<file path="src/rtl/cache_pkg.sv">
// Shared constants and types for the cache line refill controller.
package cache_pkg;

    localparam int DATA       = 32;
    localparam int TAG        = 27;
    localparam int WORD_OFS_W = 2;
    localparam int IDX_W      = 2;
    localparam int LINE_OFS_W = WORD_OFS_W + IDX_W;
    localparam int WORDS      = 4;
    localparam int CNT_W      = 3;

    localparam logic [DATA-1:0] LINE_MASK = ~DATA'((1 << LINE_OFS_W) - 1);

    typedef enum logic [1:0] {
        IDLE,
        REQ,
        WAIT,
        FILL
    } refill_state_t;

endpackage

</file>
<file path="src/rtl/cache_refill_ctrl_if.sv">
// Main-memory read port of the refill controller: request/accept, then data/valid.
interface cache_refill_ctrl_if #(
    parameter int DATA = cache_pkg::DATA
);
    logic            mem_req_o;
    logic [DATA-1:0] mem_addr_o;
    logic            mem_ready_i;
    logic            mem_valid_i;
    logic [DATA-1:0] mem_data_i;

    modport master (
        output mem_req_o,
        output mem_addr_o,
        input  mem_ready_i,
        input  mem_valid_i,
        input  mem_data_i
    );

    modport slave (
        input  mem_req_o,
        input  mem_addr_o,
        output mem_ready_i,
        output mem_valid_i,
        output mem_data_i
    );
endinterface

</file>
<file path="src/rtl/refill_line_buf.sv">
// Four-word capture buffer; each returning word is written into the slot of its address.
module refill_line_buf
    import cache_pkg::*;
#(
    parameter int DATA = cache_pkg::DATA
) (
    input  logic                        clk,
    input  logic                        rst,
    input  logic                        we,
    input  logic [IDX_W-1:0]            idx,
    input  logic [DATA-1:0]             din,
    output logic [WORDS-1:0][DATA-1:0]  words
);

    always_ff @(posedge clk or posedge rst) begin
        if (rst) begin
            words <= '0;
        end else if (we) begin
            words[idx] <= din;
        end
    end

endmodule

</file>
<file path="src/rtl/cache_refill_ctrl.sv">
// Cache line refill FSM: fetches four words from memory and presents the full line.
// Build option REFILL_CRITICAL_WORD_FIRST_EN starts the fetch at the missing word.
module cache_refill_ctrl #(
    parameter int DATA = cache_pkg::DATA,
    parameter int TAG  = cache_pkg::TAG
) (
    input  logic                       clk,
    input  logic                       rst,
    input  logic                       miss_i,
    input  logic [DATA-1:0]            addr_i,
    cache_refill_ctrl_if.master        mem,
    output logic                       fill_valid_o,
    output logic [DATA-1:0]            fill_addr_o,
    output logic [DATA-1:0]            fill_word0_o,
    output logic [DATA-1:0]            fill_word1_o,
    output logic [DATA-1:0]            fill_word2_o,
    output logic [DATA-1:0]            fill_word3_o,
    output logic                       stall_o
);
    import cache_pkg::*;

    refill_state_t               state;
    logic [DATA-1:0]             line_addr;
    logic [IDX_W-1:0]            idx;
    logic [IDX_W-1:0]            next_idx;
    logic [IDX_W-1:0]            start_idx;
    logic [CNT_W-1:0]            count;
    logic                        capture;
    logic                        last_word;
    logic                        mem_req;
    logic [DATA-1:0]             mem_addr;
    logic [WORDS-1:0][DATA-1:0]  line_words;
    logic [WORDS-1:0][DATA-1:0]  fill_next;
    logic [WORDS-1:0][DATA-1:0]  fill_words;
    logic [TAG-1:0]              unused_tag;
    logic                        unused_ofs;

    function automatic logic [DATA-1:0] word_addr(input logic [DATA-LINE_OFS_W-1:0] line,
                                                  input logic [IDX_W-1:0] i);
        return {line, i, WORD_OFS_W'(0)};
    endfunction

`ifdef REFILL_CRITICAL_WORD_FIRST_EN
    assign start_idx = addr_i[LINE_OFS_W-1:WORD_OFS_W];
`else
    assign start_idx = '0;
`endif

    assign unused_ofs = ^addr_i[LINE_OFS_W-1:0];
    assign unused_tag = addr_i[DATA-1:DATA-TAG];

    assign next_idx  = idx + 1'b1;
    assign capture   = (state == WAIT && mem.mem_valid_i) ||
                       (state == REQ && mem.mem_ready_i && mem.mem_valid_i);
    assign last_word = (count == CNT_W'(WORDS - 1));
    assign stall_o   = (state != IDLE) || (state == IDLE && miss_i);

    // The final word is captured on the same edge the line is published, so merge it in.
    always_comb begin
        fill_next = line_words;
        for (int k = 0; k < WORDS; k++) begin
            if (capture && idx == IDX_W'(k)) begin
                fill_next[k] = mem.mem_data_i;
            end
        end
    end

    refill_line_buf #(.DATA(DATA)) u_line_buf (
        .clk   (clk),
        .rst   (rst),
        .we    (capture),
        .idx   (idx),
        .din   (mem.mem_data_i),
        .words (line_words)
    );

    always_ff @(posedge clk or posedge rst) begin
        if (rst) begin
            state        <= IDLE;
            count        <= '0;
            idx          <= '0;
            line_addr    <= '0;
            mem_req      <= 1'b0;
            mem_addr     <= '0;
            fill_valid_o <= 1'b0;
            fill_addr_o  <= '0;
            fill_words   <= '0;
        end else begin
            case (state)
                IDLE: begin
                    if (miss_i) begin
                        line_addr <= {addr_i[DATA-1:LINE_OFS_W], LINE_OFS_W'(0)};
                        idx       <= start_idx;
                        count     <= '0;
                        mem_req   <= 1'b1;
                        mem_addr  <= word_addr(addr_i[DATA-1:LINE_OFS_W], start_idx);
                        state     <= REQ;
                    end
                end
                REQ, WAIT: begin
                    if (capture) begin
                        count <= count + 1'b1;
                        if (last_word) begin
                            mem_req      <= 1'b0;
                            fill_valid_o <= 1'b1;
                            fill_addr_o  <= line_addr;
                            fill_words   <= fill_next;
                            state        <= FILL;
                        end else begin
                            idx      <= next_idx;
                            mem_req  <= 1'b1;
                            mem_addr <= word_addr(line_addr[DATA-1:LINE_OFS_W], next_idx);
                            state    <= REQ;
                        end
                    end else if (state == REQ && mem.mem_ready_i) begin
                        mem_req <= 1'b0;
                        state   <= WAIT;
                    end
                end
                FILL: begin
                    fill_valid_o <= 1'b0;
                    state        <= IDLE;
                end
                default: state <= IDLE;
            endcase
        end
    end

    assign mem.mem_req_o  = mem_req;
    assign mem.mem_addr_o = mem_addr;
    assign fill_word0_o   = fill_words[0];
    assign fill_word1_o   = fill_words[1];
    assign fill_word2_o   = fill_words[2];
    assign fill_word3_o   = fill_words[3];

endmodule

</file>
<file path="src/flat_wrapper.sv">
// flat-port wrapper written by rule: the top's interface ports become plain ports
module cache_refill_ctrl_flat import cache_pkg::*;
#(
    parameter int DATA = cache_pkg::DATA,
    parameter int TAG  = cache_pkg::TAG
)
  (clk, rst, miss_i, addr_i, fill_valid_o, fill_addr_o, fill_word0_o, fill_word1_o, fill_word2_o, fill_word3_o, stall_o, mem_mem_req_o, mem_mem_addr_o, mem_mem_ready_i, mem_mem_valid_i, mem_mem_data_i);
  cache_refill_ctrl_if #(.DATA(DATA)) mem_i ();
  input  logic clk;
  input  logic rst;
  input  logic miss_i;
  input  logic [DATA-1:0] addr_i;
  output logic fill_valid_o;
  output logic [DATA-1:0] fill_addr_o;
  output logic [DATA-1:0] fill_word0_o;
  output logic [DATA-1:0] fill_word1_o;
  output logic [DATA-1:0] fill_word2_o;
  output logic [DATA-1:0] fill_word3_o;
  output logic stall_o;
  output wire logic [$bits(mem_i.mem_req_o)-1:0] mem_mem_req_o;
  output wire logic [$bits(mem_i.mem_addr_o)-1:0] mem_mem_addr_o;
  input wire logic [$bits(mem_i.mem_ready_i)-1:0] mem_mem_ready_i;
  input wire logic [$bits(mem_i.mem_valid_i)-1:0] mem_mem_valid_i;
  input wire logic [$bits(mem_i.mem_data_i)-1:0] mem_mem_data_i;
  assign mem_mem_req_o = mem_i.mem_req_o;
  assign mem_mem_addr_o = mem_i.mem_addr_o;
  assign mem_i.mem_ready_i = mem_mem_ready_i;
  assign mem_i.mem_valid_i = mem_mem_valid_i;
  assign mem_i.mem_data_i = mem_mem_data_i;
  cache_refill_ctrl #(.DATA(DATA), .TAG(TAG)) u_core (.clk(clk), .rst(rst), .miss_i(miss_i), .addr_i(addr_i), .mem(mem_i), .fill_valid_o(fill_valid_o), .fill_addr_o(fill_addr_o), .fill_word0_o(fill_word0_o), .fill_word1_o(fill_word1_o), .fill_word2_o(fill_word2_o), .fill_word3_o(fill_word3_o), .stall_o(stall_o));
endmodule
</file>
<file path="config.mk">
export PLATFORM = sky130hd
export DESIGN_NAME = cache_refill_ctrl_flat
export DESIGN_NICKNAME = d
export VERILOG_FILES = /design/src/rtl/cache_pkg.sv /design/src/rtl/cache_refill_ctrl_if.sv /design/src/rtl/refill_line_buf.sv /design/src/rtl/cache_refill_ctrl.sv /design/src/flat_wrapper.sv
export SDC_FILE = /design/constraint.sdc
export NUM_CORES = 1
export LEC_CHECK = 0
export BUFFER_PORTS_ARGS = -buffer_cell sky130_fd_sc_hd__buf_2
export CORE_MARGIN = 2
export CORE_UTILIZATION = 61
export CTS_CLUSTER_SIZE = 10
export DETAILED_ROUTE_END_ITERATION = 10
export GPL_ROUTABILITY_DRIVEN = 0
export PLACE_DENSITY_LB_ADDON = 0.25
export RECOVER_POWER = 25
export REMOVE_ABC_BUFFERS = 1
export SLEW_MARGIN = 20
export SYNTH_ARGS = -nofsm -noshare
export SYNTH_HDL_FRONTEND = slang
export SYNTH_SLANG_ARGS = --single-unit
export TNS_END_PERCENT = 1
</file>
<file path="constraint.sdc">
create_clock -name clk -period 19.6 [get_ports clk]
set_clock_uncertainty 0.1 [all_clocks]
set_input_delay 1.96 -clock clk [delete_from_list [all_inputs] [get_ports clk]]
set_output_delay 1.96 -clock clk [all_outputs]
set_load 0.01 [all_outputs]
</file>
==> flow_metrics.env, run 1 <==
export IMPL_start_util_pct=61.8
export IMPL_critPathMaxFanout=144
export IMPL_rsz0062_at_grt="no"
export IMPL_startpoint="rst"
export IMPL_syn_cell_area_sq_um=15400
export IMPL_cts_max_level=2
export IMPL_r2r_slack_ns=15.72
export IMPL_power_leakage_uw=0.00919
export IMPL_seq_area_frac_synth_pct=56.7
export IMPL_chipHeight_um=163
export IMPL_hold_viol_final=0
export IMPL_path_cells="buf_2 -> clkinvlp_2 -> buf_4 -> buf_4"
export IMPL_cts_hold_buf=0
export IMPL_grt_pass1_wl_um=51300
export IMPL_crit_type="input pin to asynchronous set/reset pin"
export IMPL_n_fill_cell=1746
export IMPL_status="finished with violations"
export IMPL_max_freq_mhz=139
export IMPL_vias=9048
export IMPL_power_density_nw_per_um2=145
export IMPL_finalWirelength_um=32300
export IMPL_final_cell_mix="349 x dfrtp_1, 289 x mux2_2, 237 x buf_2, 114 x mux2_1, 41 x clkbuf_16"
export IMPL_final_nets=1337
export IMPL_final_common_cell="dfrtp_1"
export IMPL_drive_gt1_share_pct=50.0
export IMPL_cts_setup_buffers=0
export IMPL_violations="max-capacitance violations, max-slew violations"
export IMPL_die_width_um=163
export IMPL_required_ns=20.03
export IMPL_slowest_stage="clkinvlp_2"
export IMPL_clock_sinks=349
export IMPL_regToRegEndpoint="u_core.mem.mem_addr_o[3]"
export IMPL_clkTransAtPathRegs_ns=0.05
export IMPL_port_buffers=253
export IMPL_fin_ws_ns=12.40
export IMPL_worst_path_stages=4
export IMPL_critPathMaxStageDelay_ns=3.55
export IMPL_cts_root_buffer="clkbuf_16"
export IMPL_p_int_uw=1780
export IMPL_dr_pass1_iters=4
export IMPL_cp_common_cell="buf_4"
export IMPL_endpoint="u_core.mem.mem_addr_o[8]"
export IMPL_area_growth_pct=15.2
export IMPL_hold_start="u_core.fill_word0_o[11]"
export IMPL_antenna_found_initial=2
export IMPL_syn_avg_cell_area_sq_um=15.2
export IMPL_clock_latency_ns=0.51
export IMPL_synth_cell_type_count=35
export IMPL_first_global_vias=9412
export IMPL_cp_num_buf_inv=4
export IMPL_wl_per_cell_um=20.4
export IMPL_power_frac_clock_pct=24.3
export IMPL_drcViolationCount=0
export IMPL_via_per_inst=5.70
export IMPL_postLayoutCoreUtil_pct=71.2
export IMPL_stdcell_count=1588
export IMPL_io_pins=264
export IMPL_r2r_start="u_core.state[0]"
export IMPL_startpoint_type="input pin"
export IMPL_yosys_warnings=0
export IMPL_overflow=0
export IMPL_maxCapViolCount=4
export IMPL_cts_resized=0
export IMPL_cts_tree="done"
export IMPL_drt_iter0_markers=530
export IMPL_numCtsBuffers=40
export IMPL_clockBufferDepth=3
export IMPL_hpwlAfterDp_um=19600
export IMPL_ir_worst_vdd_mv=0.0986
export IMPL_ant_nets=0
export IMPL_dp_slack_ns=14.85
export IMPL_grt_usage_pct=24.5
export IMPL_fin_setup_tns_ns=0
export IMPL_place_inst=1544
export IMPL_switching_share_pct=30.8
export IMPL_cp_top_family="buffers and inverters"
export IMPL_fin_crit_ns=7.20
export IMPL_syn_inst=1016
export IMPL_yosys_register_bits=349
export IMPL_combPwrFrac_pct=33.8
export IMPL_crit_arrival_ns=7.63
export IMPL_switchingPower_uw=793
export IMPL_hold_path_class="flip-flop to flip-flop"
export IMPL_p_seq_share_pct=41.9
export IMPL_grt_max_degree=145
export IMPL_crit_path_end_kind="asynchronous set/reset pin"
export IMPL_final_setup_viol_count=0
export IMPL_min_period_over_period_pct=36.7
export IMPL_dieArea_sq_um=26600
export IMPL_worst_pin_slew_ns=6.38
export IMPL_reg2reg_depth=7
export IMPL_core_area_sq_um=25000
export IMPL_rows=58
export IMPL_final_max_slew_viol_count=292
export IMPL_slew_headroom_pct=-328
-- sequential cells by signal, indices dropped and copies added, names as in the netlist, 2 cells and up --
name and flops:
u_core.mem.mem_addr_o 29, u_core.fill_addr_o 28, u_core.fill_word3_o 32, u_core.count 3, u_core.u_line_buf.words 128, u_core.line_addr 28, u_core.fill_word0_o 32, u_core.state 2
u_core.fill_word2_o 32, u_core.fill_word1_o 32
-- synth_stat cells --
cell / count / area [sq um]
nor2_1: 5 / 18.8
mux2_1: 114 / 1280
a21oi_2: 1 / 8.76
ha_1: 12 / 150
nand3b_1: 1 / 7.51
nor3_1: 1 / 5.00
nand4b_1: 1 / 8.76
o21ai_1: 1 / 5.00
conb_1: 1 / 3.75
a31oi_1: 29 / 181
nand2_1: 11 / 41.3
o21ai_0: 4 / 20.0
nor2b_4: 1 / 13.8
mux2_4: 40 / 601
or4b_1: 1 / 10.0
buf_6: 16 / 180
clkbuf_1: 18 / 67.6
nor2b_2: 1 / 8.76
and4b_1: 1 / 10.0
nand3_2: 1 / 10.0
nor2b_1: 1 / 6.26
a311o_1: 1 / 10.0
mux2i_1: 32 / 320
inv_1: 8 / 30.0
nor3b_1: 1 / 7.51
o211a_1: 1 / 10.0
buf_4: 13 / 97.6
a21oi_1: 29 / 145
dfrtp_1: 349 / 8730
or4_1: 1 / 7.51
nand2b_1: 1 / 6.26
nand2_2: 2 / 12.5
buf_2: 24 / 120
nand3_1: 4 / 20.0
mux2_2: 289 / 3250
-- per-layer routing --
metal	vias up	global-route usage [%]	share of wire (%)
li1	4114	-	-
met1	4652	32.5	43
met2	233	39.9	48
met3	47	7.77	7.4
met4	2	5.59	1.5
met5	-	0	0.022
-- cell type report --
class                           count  area (sq um)  area share [%]
Sequential cell                   349          8730            49.2
Inverter                            8          31.3           0.176
Multi-Input combinational cell    593          6240            35.1
Timing Repair Buffer              264          1320            7.42
Tap cell                          330           413            2.32
Clock buffer                       42          1030            5.80
Antenna cell                        2          5.00          0.0282
-- how the worst min path moves through the flow --
stage / endpoint / slack [ns] / depth (start not counted)
after floorplan: u_core.u_line_buf.words[36] / 0.36 / 1
after global placement: u_core.fill_word0_o[11] / 0.37 / 1
after detailed placement: u_core.fill_word2_o[18] / 0.38 / 1
after CTS: u_core.fill_word2_o[18] / 0.39 / 1
after global routing: u_core.fill_word3_o[15] / 0.39 / 1
final: u_core.fill_word0_o[11] / 0.38 / 1
-- kinds of logic after synthesis --
| kind of cell | share of synthesized area, % |
|---|---|
| muxes | 35.4 |
| DFF | 56.7 |
| buffers and inverters | 3.21 |
| AOI/OAI and AO/OA | 2.47 |
| and+or+nand+nor | 1.26 |
| adders and majority gates | 0.974 |
| other | 0.0243 |
-- per-stage QoR --
step	hold slack (ns)	cell area, sq um	total power, uW
2_1_floorplan	0.360	15000	1710
3_3_place_gp	0.368	16800	1920
3_5_place_dp	0.375	16800	1970
4_1_cts	0.387	17800	2600
5_1_grt	0.393	17800	2730
6_report	0.381	17800	2580
-- power by group through the flow --
| stage | Clock [uW] | Sequential (uW) | Combinational, uW |
|---|---|---|---|
| 2_1_floorplan | 0 | 1090 | 617 |
| 3_5_place_dp | 0 | 1090 | 882 |
| 6_report | 627 | 1080 | 870 |
| 3_3_place_gp | 0 | 1070 | 851 |
| 4_1_cts | 639 | 1080 | 883 |
| 5_1_grt | 668 | 1110 | 952 |
Power figures use the tool's default switching activity.
==> run 2: changes to the inputs <==
CORE_UTILIZATION = 56   (was 61)
clock period = 7.53 ns   (was 19.6 ns; I/O delays follow)
==> flow_metrics.env, run 2 (same netlist as run 1, synthesis figures left out) <==
export IMPL_dr_pass1_iters=4
export IMPL_maxCapViolCount=1
export IMPL_hpwlAfterDp_um=19500
export IMPL_numCtsBuffers=41
export IMPL_path_cells="inv_1 -> ha_1 -> a21oi_2 -> nor2b_4 -> nand3_4 -> buf_4 -> mux2_1"
export IMPL_largest_register="u_core.u_line_buf.words"
export IMPL_min_period_over_period_pct=44.1
export IMPL_antenna_found_initial=3
export IMPL_critPathMaxStageDelay_ns=0.70
export IMPL_final_common_cell="dfrtp_1"
export IMPL_largest_register_ffs=128
export IMPL_dieArea_sq_um=28900
export IMPL_io_pins=264
export IMPL_hold_viol_final=0
export IMPL_clockBufferDepth=3
export IMPL_core_area_sq_um=27000
export IMPL_fin_crit_ns=3.32
export IMPL_cts_resized=0
export IMPL_crit_type="flip-flop to flip-flop"
export IMPL_rows=60
export IMPL_required_ns=7.83
export IMPL_dp_slack_ns=4.08
export IMPL_startpoint_type="flip-flop"
export IMPL_r2r_slack_ns=4.21
export IMPL_clock_latency_ns=0.52
export IMPL_startpoint="u_core.state[1]"
export IMPL_via_per_inst=5.66
export IMPL_rsz0062_at_grt="no"
export IMPL_drive_gt1_share_pct=47.0
export IMPL_chipHeight_um=170
export IMPL_reg2reg_depth=7
export IMPL_fin_ws_ns=4.21
export IMPL_status="finished with violations"
export IMPL_final_max_slew_viol_count=29
export IMPL_slew_headroom_pct=-21.7
export IMPL_grt_usage_pct=23.1
export IMPL_overflow=0
export IMPL_crit_arrival_ns=3.62
export IMPL_critPathMaxFanout=54
export IMPL_final_setup_viol_count=0
export IMPL_cts_root_buffer="clkbuf_16"
export IMPL_drcViolationCount=0
export IMPL_violations="max-capacitance violations, max-slew violations"
export IMPL_first_global_vias=9505
export IMPL_ant_nets=0
export IMPL_grt_pass1_wl_um=52100
export IMPL_hold_path_class="input pin to asynchronous set/reset pin"
export IMPL_finalWirelength_um=33000
export IMPL_final_nets=1339
export IMPL_cts_max_level=2
export IMPL_slowest_stage="nand3_4"
export IMPL_n_fill_cell=2062
export IMPL_fin_setup_tns_ns=0
export IMPL_ir_worst_vdd_mv=0.332
export IMPL_endpoint="u_core.fill_word3_o[14]"
export IMPL_cts_tree="done"
export IMPL_cts_setup_buffers=0
export IMPL_max_freq_mhz=301
export IMPL_die_width_um=170
export IMPL_r2r_start="u_core.state[1]"
export IMPL_crit_path_end_kind="flip-flop"
export IMPL_clkTransAtPathRegs_ns=0.06
export IMPL_final_cell_mix="349 x dfrtp_1, 289 x mux2_2, 195 x buf_2, 114 x mux2_1, 64 x clkbuf_1"
export IMPL_drt_iter0_markers=469
export IMPL_vias=9082
export IMPL_wl_per_cell_um=20.5
export IMPL_port_buffers=253
export IMPL_area_growth_pct=15.8
export IMPL_power_density_nw_per_um2=380
export IMPL_worst_pin_slew_ns=1.83
export IMPL_clock_sinks=349
export IMPL_regToRegEndpoint="u_core.fill_word3_o[14]"
export IMPL_power_leakage_uw=0.00908
export IMPL_cts_hold_buf=0
export IMPL_start_util_pct=57.0
export IMPL_grt_max_degree=150
export IMPL_diodes=0
run 2: metrics by stage:
| step | cells | cell area (sq um) | utilization [%] | power (uW) | hold WS (ns) |
|---|---|---|---|---|---|
| floorplan | 950 | 15000 | - | 4440 | 0.360 |
| global placement | 1556 | 16800 | 62.2 | 5020 | 0.368 |
| detailed placement | 1556 | 16800 | 62.2 | 5120 | 0.375 |
| CTS | 1606 | 17900 | 66.3 | 6870 | 0.359 |
| global route | 1606 | 17800 | 66.0 | 7190 | 0.374 |
| finish | 1606 | 17800 | 66.0 | 6790 | 0.327 |
run 2: layout make-up:
class | count | area, sq um | area share (%)
multi-input cells | 593 | 6250 | 35.0
well taps | 341 | 427 | 2.39
clock inverters | 2 | 17.5 | 0.0981
clock buffers | 48 | 1090 | 6.13
inverters | 8 | 37.5 | 0.210
repair buffers | 265 | 1290 | 7.24
flip-flops and latches | 349 | 8730 | 48.9
run 2: layer usage:
| metal | track usage, % | routed length, um |
|---|---|---|
| met1 | 30.0 | 14200 |
| met2 | 38.4 | 15700 |
| met3 | 7.23 | 2570 |
| met4 | 5.09 | 498 |
| met5 | 0 | 34 |
run 2: critical path: cells and delay by family (launching register included):
kind | cells | cell delay [ns]
compound gates | 1 | 0.11
fa+ha+maj | 1 | 0.21
buf+inv | 2 | 0.81
flops | 1 | 0.41
mux | 1 | 0.44
simple gates | 2 | 1.05
run 2: worst min path at each step:
stage                                 from                           to  slack [ns]
2_1_floorplan  u_core.u_line_buf.words[36]  u_core.u_line_buf.words[36]        0.36
3_3_place_gp       u_core.fill_word3_o[18]      u_core.fill_word3_o[18]        0.37
3_5_place_dp        u_core.fill_word3_o[8]       u_core.fill_word3_o[8]        0.38
4_1_cts                         addr_i[20]         u_core.line_addr[20]        0.36
5_1_grt                         addr_i[30]         u_core.line_addr[30]        0.37
6_report                               rst        u_core.fill_addr_o[7]        0.33
run 2: power by group:
group	leakage [uW]	internal [uW]	switching [uW]	total, uW
Sequential	0.00453	2490	318	2810
Combinational	0.00401	1180	1090	2270
Clock	0.000544	1010	702	1710
==> run 3: changes to the inputs <==
clock period = 3.25 ns   (was 7.53 ns; I/O delays follow)
==> flow_metrics.env, run 3 (same netlist as run 1, synthesis figures left out) <==
export IMPL_drive_gt1_share_pct=42.6
export IMPL_seqCellArea_sq_um=8730
export IMPL_port_buffers=253
export IMPL_start_util_pct=57.0
export IMPL_final_cell_mix="349 x dfrtp_1, 289 x mux2_2, 142 x buf_2, 114 x mux2_1, 114 x clkbuf_1"
export IMPL_dr_pass1_iters=4
export IMPL_path_cells="inv_1 -> ha_1 -> a21oi_2 -> nor2b_4 -> nand3_4 -> buf_12 -> mux2_1"
export IMPL_multi_input_area_sq_um=6250
export IMPL_core_area_sq_um=27000
export IMPL_clock_sinks=349
export IMPL_crit_type="flip-flop to flip-flop"
export IMPL_grt_usage_pct=24.2
export IMPL_maxCapViolCount=1
export IMPL_hold_viol_final=0
export IMPL_hold_ws_ns=0.0335
export IMPL_overflow=0
export IMPL_n_fill_cell=1983
export IMPL_area_growth_pct=18.8
export IMPL_stdcell_area_sq_um=18300
export IMPL_cts_tree="done"
export IMPL_antenna_found_initial=3
export IMPL_startpoint_type="flip-flop"
export IMPL_final_max_slew_viol_count=80
export IMPL_rows=60
export IMPL_largest_register_ffs=128
export IMPL_dieArea_sq_um=28900
export IMPL_required_ns=3.53
export IMPL_clkTransAtPathRegs_ns=0.05
export IMPL_worst_path_stages=7
export IMPL_clockBufferDepth=3
export IMPL_place_area_sq_um=17000
export IMPL_ir_worst_vdd_mv=0.559
export IMPL_dp_slack_ns=0.521
export IMPL_violations="max-capacitance violations, max-slew violations"
export IMPL_numCtsBuffers=41
export IMPL_fin_setup_tns_ns=0
export IMPL_reg2reg_depth=7
export IMPL_fin_crit_ns=2.74
export IMPL_grt_max_degree=88
export IMPL_rsz0062_at_grt="no"
export IMPL_via_per_inst=5.69
export IMPL_fin_ws_ns=0.515
export IMPL_slew_headroom_pct=-22.4
export IMPL_endpoint="u_core.fill_word3_o[4]"
export IMPL_worst_pin_slew_ns=1.84
export IMPL_grt_pass1_wl_um=54900
export IMPL_final_common_cell="dfrtp_1"
export IMPL_r2r_slack_ns=0.51
export IMPL_chipHeight_um=170
export IMPL_hold_path_class="input pin to flip-flop"
export IMPL_startpoint="u_core.state[1]"
export IMPL_crit_path_end_kind="flip-flop"
export IMPL_critPathMaxStageDelay_ns=0.52
export IMPL_slowest_stage="nand3_4"
export IMPL_cts_max_level=2
export IMPL_largest_register="u_core.u_line_buf.words"
export IMPL_status="finished with violations"
export IMPL_crit_arrival_ns=3.02
export IMPL_power_density_nw_per_um2=868
export IMPL_final_nets=1379
export IMPL_min_period_over_period_pct=84.2
export IMPL_drcViolationCount=0
export IMPL_critPathMaxFanout=29
export IMPL_drt_iter0_markers=489
export IMPL_regToRegEndpoint="u_core.fill_word3_o[4]"
export IMPL_cp_num_buf_inv=2
export IMPL_cts_root_buffer="clkbuf_16"
export IMPL_clock_latency_ns=0.52
export IMPL_cp_top_family="simple AND/OR/NAND/NOR gates"
export IMPL_first_global_vias=10100
export IMPL_ant_nets=0
export IMPL_final_setup_viol_count=0
export IMPL_vias=9348
export IMPL_wl_per_cell_um=20.8
export IMPL_max_freq_mhz=366
export IMPL_die_width_um=170
export IMPL_finalWirelength_um=34200
export IMPL_cts_resized=0
export IMPL_power_leakage_uw=0.00911
export IMPL_diodes=0
export IMPL_hpwlAfterDp_um=21000
export IMPL_r2r_start="u_core.state[1]"
export IMPL_io_pins=264
-- run 3: cell count changes in the layout (fill, tap and decap cells not counted), sizes merged --
cell	change
buf	-43
clkbuf	+52
clkinvlp	+1
dlygate4sd3	+29
inv	-1
-- run 3: metal layers --
| metal | vias up | part of all wire [%] | track usage [%] |
|---|---|---|---|
| met3 | 60 | 6.8 | 6.95 |
| met1 | 4828 | 43 | 31.2 |
| met5 | - | 0.079 | 0 |
| met4 | 6 | 1.9 | 5.91 |
| met2 | 242 | 49 | 40.6 |
| li1 | 4212 | - | - |
-- run 3: worst min-delay path by stage --
stage | from | to | depth (start not counted)
after CTS | mem_mem_data_i[25] | u_core.u_line_buf.words[89] | 2
after detailed placement | rst | u_core.fill_word3_o[26] | 2
after floorplan | mem_mem_data_i[4] | u_core.u_line_buf.words[36] | 1
after global placement | rst | u_core.fill_word3_o[26] | 2
final | mem_mem_data_i[14] | u_core.u_line_buf.words[78] | 2
after global routing | mem_mem_data_i[14] | u_core.u_line_buf.words[78] | 2
-- run 3: cell type report --
class | count | area share, %
Tap cell | 341 | 2.33
Multi-Input combinational cell | 593 | 34.1
Sequential cell | 349 | 47.7
Inverter | 8 | 0.184
Clock inverter | 2 | 0.0956
Clock buffer | 46 | 6.05
Timing Repair Buffer | 305 | 9.53
-- run 3: power breakdown --
group	internal [uW]	leakage [uW]	switching, uW	total, uW
Clock	2380	0.000554	1630	4000
Sequential	5770	0.00453	758	6530
Combinational	2810	0.00403	2550	5360
-- run 3: timing repair --
item / CTS / global route
endpoints found under the hold margin: 105 / 0
hold buffers: 29 / 0
buffers inserted: 0 / 0
-- run 3: through the flow --
| stage | util, % | total power (uW) | cells |
|---|---|---|---|
| after global routing | 67.8 | 16900 | 1644 |
| final | 67.8 | 15900 | 1644 |
| after floorplan | - | 10300 | 950 |
| after CTS | 68.3 | 16100 | 1644 |
| after global placement | 63.1 | 11700 | 1567 |
| after detailed placement | 63.1 | 12000 | 1567 |
